--- src/rtl/lsu_pkg.sv ---
// Shared types and constants for the byte-serial load/store unit.
package lsu_pkg;
  typedef enum logic [1:0] {
    IDLE  = 2'd0,
    ISSUE = 2'd1,
    DRAIN = 2'd2
  } state_e;

  localparam int BEATS  = 4;
  localparam int BEAT_W = 8;
  localparam int KW     = $clog2(BEATS);

  // Low address bits that must be zero for a word access.
  localparam logic [1:0] ALIGN_MASK = 2'b11;

  function automatic logic misaligned(input logic [1:0] a);
    return (a & ALIGN_MASK) != 2'b00;
  endfunction
endpackage

--- src/rtl/lsu_if.sv ---
// Request/response and byte-memory bus between core, LSU and data memory.
interface lsu_if #(
  parameter int ADDR_W = 8,
  parameter int DATA_W = 32
);
  logic              req_valid;
  logic              req_ready;
  logic              req_we;
  logic [ADDR_W-1:0] req_addr;
  logic [DATA_W-1:0] req_wdata;
  logic              rsp_valid;
  logic              rsp_err;
  logic [DATA_W-1:0] rsp_rdata;
  logic              stall;
  logic              mem_en;
  logic              mem_we;
  logic [ADDR_W-1:0] mem_addr;
  logic [7:0]        mem_wdata;
  logic [7:0]        mem_rdata;

  modport slave (
    input  req_valid, req_we, req_addr, req_wdata, mem_rdata,
    output req_ready, rsp_valid, rsp_err, rsp_rdata, stall,
           mem_en, mem_we, mem_addr, mem_wdata
  );

  modport master (
    output req_valid, req_we, req_addr, req_wdata, mem_rdata,
    input  req_ready, rsp_valid, rsp_err, rsp_rdata, stall,
           mem_en, mem_we, mem_addr, mem_wdata
  );
endinterface

--- src/rtl/lsu_byte_lane.sv ---
// One byte lane: offers its store byte on its beat, captures its load byte.
module lsu_byte_lane import lsu_pkg::*; #(
  parameter int LANE = 0
) (
  input  logic [KW-1:0]     wsel,
  input  logic [BEAT_W-1:0] wbyte_in,
  output logic [BEAT_W-1:0] wbyte,
  input  logic              cap_en,
  input  logic [KW-1:0]     csel,
  input  logic [BEAT_W-1:0] rbyte,
  input  logic [BEAT_W-1:0] asm_q,
  output logic [BEAT_W-1:0] asm_d
);
  localparam logic [KW-1:0] IDX = KW'(LANE);

  // Unselected lanes output zero so the top can OR the lanes together.
  assign wbyte = (wsel == IDX) ? wbyte_in : '0;
  assign asm_d = (cap_en && csel == IDX) ? rbyte : asm_q;
endmodule

--- src/rtl/load_store_unit.sv ---
// Sequences one 32-bit load/store as four byte beats over an 8-bit memory.
module load_store_unit import lsu_pkg::*; #(
  parameter int ADDR_W = 8,
  parameter int DATA_W = 32
) (
  input  logic  clk,
  input  logic  rst,
  lsu_if.slave  bus
);
  state_e                         state_q, state_d;
  logic [KW-1:0]                  k_q, k_d;
  logic                           we_q;
  logic [ADDR_W-1:0]              addr_q;
  logic [DATA_W-1:0]              wdata_q;
  logic [DATA_W-1:0]              rdata_q;
  logic [BEATS-1:0][BEAT_W-1:0]   asm_q, asm_d, wsrc, wlane;
  logic [BEAT_W-1:0]              wor_b;
  logic                           accept, cap_en;
  logic [KW-1:0]                  wsel, csel;
  logic                           rsp_valid_q, rsp_valid_d, rsp_err_q, rsp_err_d;
  logic                           mem_en_q, mem_en_d, mem_we_q, mem_we_d;
  logic [ADDR_W-1:0]              mem_addr_q, mem_addr_d;
  logic [BEAT_W-1:0]              mem_wdata_q, mem_wdata_d;

  assign accept = bus.req_valid && (state_q == IDLE);

  // Beat 0 is launched from the request itself on the accept edge.
  assign wsrc = (state_q == IDLE) ? bus.req_wdata : wdata_q;
  assign wsel = (state_q == IDLE) ? '0 : k_q + KW'(1);

  // Read byte for beat k arrives one cycle later: lane k-1 in ISSUE, lane 3 in DRAIN.
  assign cap_en = (state_q == DRAIN) || (state_q == ISSUE && k_q != '0 && !we_q);
  assign csel   = (state_q == DRAIN) ? KW'(BEATS-1) : k_q - KW'(1);

  for (genvar i = 0; i < BEATS; i++) begin : g_lane
    lsu_byte_lane #(.LANE(i)) u_lane (
      .wsel     (wsel),
      .wbyte_in (wsrc[i]),
      .wbyte    (wlane[i]),
      .cap_en   (cap_en),
      .csel     (csel),
      .rbyte    (bus.mem_rdata),
      .asm_q    (asm_q[i]),
      .asm_d    (asm_d[i])
    );
  end

  always_comb begin
    wor_b = '0;
    for (int i = 0; i < BEATS; i++) wor_b |= wlane[i];
  end

  always_comb begin
    state_d     = state_q;
    k_d         = k_q;
    rsp_valid_d = 1'b0;
    rsp_err_d   = 1'b0;
    mem_en_d    = 1'b0;
    mem_we_d    = 1'b0;
    mem_addr_d  = '0;
    unique case (state_q)
      IDLE: if (bus.req_valid) begin
        if (misaligned(bus.req_addr[1:0])) begin
          rsp_valid_d = 1'b1;
          rsp_err_d   = 1'b1;
        end else begin
          state_d    = ISSUE;
          k_d        = '0;
          mem_en_d   = 1'b1;
          mem_we_d   = bus.req_we;
          mem_addr_d = bus.req_addr;
        end
      end
      ISSUE: if (k_q == KW'(BEATS-1)) begin
        state_d     = we_q ? IDLE : DRAIN;
        rsp_valid_d = we_q;
      end else begin
        k_d        = k_q + KW'(1);
        mem_en_d   = 1'b1;
        mem_we_d   = we_q;
        mem_addr_d = addr_q + ADDR_W'(wsel);
      end
      DRAIN: begin
        state_d     = IDLE;
        rsp_valid_d = 1'b1;
      end
      default: state_d = IDLE;
    endcase
    mem_wdata_d = (mem_en_d && mem_we_d) ? wor_b : '0;
  end

  always_ff @(posedge clk or negedge rst) begin
    if (!rst) begin
      state_q     <= IDLE;
      k_q         <= '0;
      we_q        <= 1'b0;
      addr_q      <= '0;
      wdata_q     <= '0;
      asm_q       <= '0;
      rdata_q     <= '0;
      rsp_valid_q <= 1'b0;
      rsp_err_q   <= 1'b0;
      mem_en_q    <= 1'b0;
      mem_we_q    <= 1'b0;
      mem_addr_q  <= '0;
      mem_wdata_q <= '0;
    end else begin
      state_q <= state_d;
      k_q     <= k_d;
      if (accept) begin
        we_q    <= bus.req_we;
        addr_q  <= bus.req_addr;
        wdata_q <= bus.req_wdata;
      end
      asm_q <= asm_d;
      if (state_q == DRAIN) rdata_q <= asm_d;
      rsp_valid_q <= rsp_valid_d;
      rsp_err_q   <= rsp_err_d;
      mem_en_q    <= mem_en_d;
      mem_we_q    <= mem_we_d;
      mem_addr_q  <= mem_addr_d;
      mem_wdata_q <= mem_wdata_d;
    end
  end

  assign bus.req_ready = (state_q == IDLE);
  assign bus.stall     = (state_q != IDLE);
  assign bus.rsp_valid = rsp_valid_q;
  assign bus.rsp_err   = rsp_err_q;
  assign bus.rsp_rdata = rdata_q;
  assign bus.mem_en    = mem_en_q;
  assign bus.mem_we    = mem_we_q;
  assign bus.mem_addr  = mem_addr_q;
  assign bus.mem_wdata = mem_wdata_q;
endmodule

--- src/flat_wrapper.sv ---
// flat-port wrapper written by rule: the top's interface ports become plain ports
module load_store_unit_flat import lsu_pkg::*;
#(
  parameter int ADDR_W = 8,
  parameter int DATA_W = 32
)
  (clk, rst, bus_req_valid, bus_req_we, bus_req_addr, bus_req_wdata, bus_mem_rdata, bus_req_ready, bus_rsp_valid, bus_rsp_err, bus_rsp_rdata, bus_stall, bus_mem_en, bus_mem_we, bus_mem_addr, bus_mem_wdata);
  lsu_if #(.ADDR_W(ADDR_W), .DATA_W(DATA_W)) bus_i ();
  input  logic clk;
  input  logic rst;
  input wire logic [$bits(bus_i.req_valid)-1:0] bus_req_valid;
  input wire logic [$bits(bus_i.req_we)-1:0] bus_req_we;
  input wire logic [$bits(bus_i.req_addr)-1:0] bus_req_addr;
  input wire logic [$bits(bus_i.req_wdata)-1:0] bus_req_wdata;
  input wire logic [$bits(bus_i.mem_rdata)-1:0] bus_mem_rdata;
  output wire logic [$bits(bus_i.req_ready)-1:0] bus_req_ready;
  output wire logic [$bits(bus_i.rsp_valid)-1:0] bus_rsp_valid;
  output wire logic [$bits(bus_i.rsp_err)-1:0] bus_rsp_err;
  output wire logic [$bits(bus_i.rsp_rdata)-1:0] bus_rsp_rdata;
  output wire logic [$bits(bus_i.stall)-1:0] bus_stall;
  output wire logic [$bits(bus_i.mem_en)-1:0] bus_mem_en;
  output wire logic [$bits(bus_i.mem_we)-1:0] bus_mem_we;
  output wire logic [$bits(bus_i.mem_addr)-1:0] bus_mem_addr;
  output wire logic [$bits(bus_i.mem_wdata)-1:0] bus_mem_wdata;
  assign bus_i.req_valid = bus_req_valid;
  assign bus_i.req_we = bus_req_we;
  assign bus_i.req_addr = bus_req_addr;
  assign bus_i.req_wdata = bus_req_wdata;
  assign bus_i.mem_rdata = bus_mem_rdata;
  assign bus_req_ready = bus_i.req_ready;
  assign bus_rsp_valid = bus_i.rsp_valid;
  assign bus_rsp_err = bus_i.rsp_err;
  assign bus_rsp_rdata = bus_i.rsp_rdata;
  assign bus_stall = bus_i.stall;
  assign bus_mem_en = bus_i.mem_en;
  assign bus_mem_we = bus_i.mem_we;
  assign bus_mem_addr = bus_i.mem_addr;
  assign bus_mem_wdata = bus_i.mem_wdata;
  load_store_unit #(.ADDR_W(ADDR_W), .DATA_W(DATA_W)) u_core (.clk(clk), .rst(rst), .bus(bus_i));
endmodule
--- config.mk ---
export PLATFORM = sky130hd
export DESIGN_NAME = load_store_unit_flat
export DESIGN_NICKNAME = d
export VERILOG_FILES = /design/src/rtl/lsu_pkg.sv /design/src/rtl/lsu_if.sv /design/src/rtl/lsu_byte_lane.sv /design/src/rtl/load_store_unit.sv /design/src/flat_wrapper.sv
export SDC_FILE = /design/constraint.sdc
export NUM_CORES = 1
export LEC_CHECK = 0
export ABC_AREA = 1
export ABC_CLOCK_PERIOD_IN_PS = 2800
export BUFFER_PORTS_ARGS = -buffer_cell sky130_fd_sc_hd__buf_2
export CORE_ASPECT_RATIO = 1.1
export CORE_MARGIN = 2
export CORE_UTILIZATION = 50
export CTS_CLUSTER_SIZE = 16
export DETAILED_ROUTE_END_ITERATION = 16
export GPL_ROUTABILITY_DRIVEN = 0
export PLACE_DENSITY = 0.85
export SLEW_MARGIN = 20
export SYNTH_ARGS = -nofsm -noshare
export SYNTH_HDL_FRONTEND = slang
export SYNTH_SLANG_ARGS = --single-unit
--- constraint.sdc ---
create_clock -name clk -period 2.8 [get_ports clk]
set_clock_uncertainty 0.15 [all_clocks]
set_input_delay 0.56 -clock clk [delete_from_list [all_inputs] [get_ports clk]]
set_output_delay 0.56 -clock clk [all_outputs]
set_load 0.05 [all_outputs]
==> flow_summary.yaml <==
sta:
  finalCritPeriodShare_pct: 86.9
  hold_viol_final: 0
  rsz0062_at_grt: "no"
  post-route-min-period_ns: 2.43
  relSlewSlack_pct: 57.3
  setup_tns_ns: 0
  clock.fmax_mhz: 411
  worst_pin_slew_ns: 0.641
  maxSlewViolCount: 0
  setup_viol: 0
run:
  drv_cap: 0
clocking:
  cts.sinks: 121
  clock_path_buffers: 2
  cts_resized: 0
  cts-root-buf: "clkbuf_16"
  clkSlewWorstSetupHoldPaths_ns: 0.05
  cts_tree: "built"
  post_cts_buffers: 0
  clk_latency_ns: 0.41
  cts_buffers: 17
  cts_max_level: 4
  postCtsHoldBufs: 0
floorplanning:
  die_x_um: 102
  placementRows: 39
  start_util_pct: 51.1
  io_pins: 106
  die_area_um2: 11400
  die_h_um: 112
  coreArea_um2: 10300
routing:
  first_pass_iters: 5
  vias_per_cell: 4.93
  drtAntennaViolNets: 0
  post_drt_wl_per_cell_um: 13.7
  drt-initial-drc-count: 266
  drcViolationCount: 0
  routed_wirelength_mm: 11.9
  vias: 4264
pwr:
  ir_drop_mv: 0.634
  cellPowerDensity_nw_per_um2: 1400
  leakage_nw: 3.49
critical_path:
  start_kind: "register"
  max_stage_delay_ns: 0.45
  slowest_stage: "dfrtp_1"
  worstSetupPathType: "reg -> out"
  worstSetupEndpointType: "primary output"
  cp_data_required_time_ns: 2.09
  rr_endpoint: "u_core.wdata_q[14]"
  cp_max_fo: 17
  r2r_slack_ns: 0.57
  rr_startpoint: "u_core.state_q[1]"
  path_cells: "inv_2 -> nand2_1 -> buf_4 -> buf_2"
  crit_arrival_ns: 1.72
  rr_worst_depth: 8
placement:
  dp_hpwl_mm: 8.01
  numPortBuffers: 105
yosys:
  syn_inst: 601
  syn_area_um2: 5260
  synth_nets: 657
  synth_warnings: 0
  ys_ff_latch: 121
  avgSynthCellArea_um2: 8.75
  synth_seq_area_share_pct: 57.6
  ys_types: 28
global_routing:
  grt-ovfl-total: 0
  grt_use_total_pct: 22.2
  grt_pass1_wl_mm: 19.6
  grt_pass1_vias: 4203
  antenna_found_initial: 0
  grt_max_degree: 122
final_layout:
  fin_util_pct: 63.1
  diodes: 0
  layout_commonest_cell: "nand2_1"
  final_cell_mix: "nand2_1, dfrtp_1, buf_2"
  nets: 765
  area_delta_synth_final_pct: 23.5
  drive_above_1_share_pct: 26.3
outcome:
  status: "finished, final reports clean"
worst_hold_path:
  holdCritPathClass: "in -> async"
-- cells by family after synthesis --
family | after synthesis | share of synthesized area (%)
simple gates | 274 | 21.5
compound gates | 99 | 11.7
flops | 121 | 57.6
buf+inv | 103 | 8.33
fa+ha+maj | 4 | 0.952
-- worst max-delay path, delay by kind of cell, from the launching register on --
family,cells,cell delay [ns]
buf+inv,3,0.64
flops,1,0.45
simple gates,1,0.22
-- final cells by class --
type / count / area, um^2
Fill cell: 842 / 3800
Timing Repair Buffer: 113 / 601
Clock inverter: 8 / 118
Tap cell: 143 / 179
Sequential cell: 121 / 3030
Inverter: 79 / 297
Multi-Input combinational cell: 377 / 1790
Clock buffer: 24 / 482
-- cell usage after synthesis --
cell type | count | area [um^2]
inv_1 | 72 | 270
nand2_4 | 1 | 11.3
o21ai_2 | 27 | 236
nand3_1 | 16 | 80.1
inv_2 | 7 | 26.3
nor2_2 | 2 | 12.5
nand2_2 | 2 | 12.5
ha_1 | 4 | 50.1
a22oi_2 | 1 | 12.5
nand4_1 | 1 | 6.26
o22ai_1 | 1 | 6.26
o221ai_1 | 1 | 8.76
buf_2 | 14 | 70.1
buf_4 | 1 | 7.51
nand4_2 | 1 | 12.5
a21oi_1 | 3 | 15.0
nor2_1 | 24 | 90.1
a21oi_2 | 1 | 8.76
o211ai_1 | 1 | 7.51
buf_8 | 2 | 30.0
dfrtp_1 | 121 | 3030
nor2_4 | 5 | 56.3
o21ai_0 | 46 | 230
o21ai_1 | 18 | 90.1
nand2_1 | 221 | 830
clkbuf_1 | 6 | 22.5
buf_6 | 1 | 11.3
nand3_4 | 1 | 17.5
-- where the power goes --
group	internal [mW]	total (mW)	switching, mW
logic	1.04	3.93	2.89
registers	2.57	2.98	0.410
clock network	1.46	2.19	0.728
-- worst max path at each step --
stage	slack [ns]	from	endpoint
floorplan	0.40	u_core.k_q[0]	u_core.bus.mem_addr[6]
global placement	0.67	u_core.state_q[0]	u_core.wdata_q[26]
detailed placement	0.61	u_core.state_q[1]	u_core.wdata_q[24]
CTS	0.36	u_core.state_q[0]	bus_stall
global route	0.26	u_core.state_q[0]	bus_stall
finish	0.37	u_core.state_q[0]	bus_stall
-- metal layers --
layer | vias up | share of wire, % | track usage [%]
li1 | 2081 | - | -
met1 | 2014 | 41 | 28.3
met2 | 155 | 50 | 35.4
met3 | 14 | 6.7 | 7.09
met4 | 0 | 1.5 | 8.47
met5 | - | 0 | 0
-- per-stage QoR --
stage	area, um^2	power, mW	setup WS (ns)	hold WS [ns]	std cells
CTS	6500	9.14	0.361	0.116	865
global route	6500	9.69	0.261	0.0966	865
global placement	5900	6.77	0.668	0.298	833
finish	6500	9.10	0.367	0.0763	865
detailed placement	5900	6.90	0.612	0.304	833
floorplan	5260	5.96	0.405	0.114	601
-- flip-flops by register name (all words and copies together), names as in the netlist --
signal	cells
u_core.addr_q	8
u_core.bus.rsp_rdata	32
u_core.bus.rsp_err	1
u_core.k_q	2
u_core.bus.mem_en	1
u_core.bus.mem_addr	8
u_core.bus.rsp_valid	1
u_core.bus.mem_wdata	8
u_core.bus.mem_we	1
u_core.state_q	2
u_core.asm_q	24
u_core.we_q	1
u_core.wdata_q	32
No activity file was read; power rests on OpenSTA's default activity.
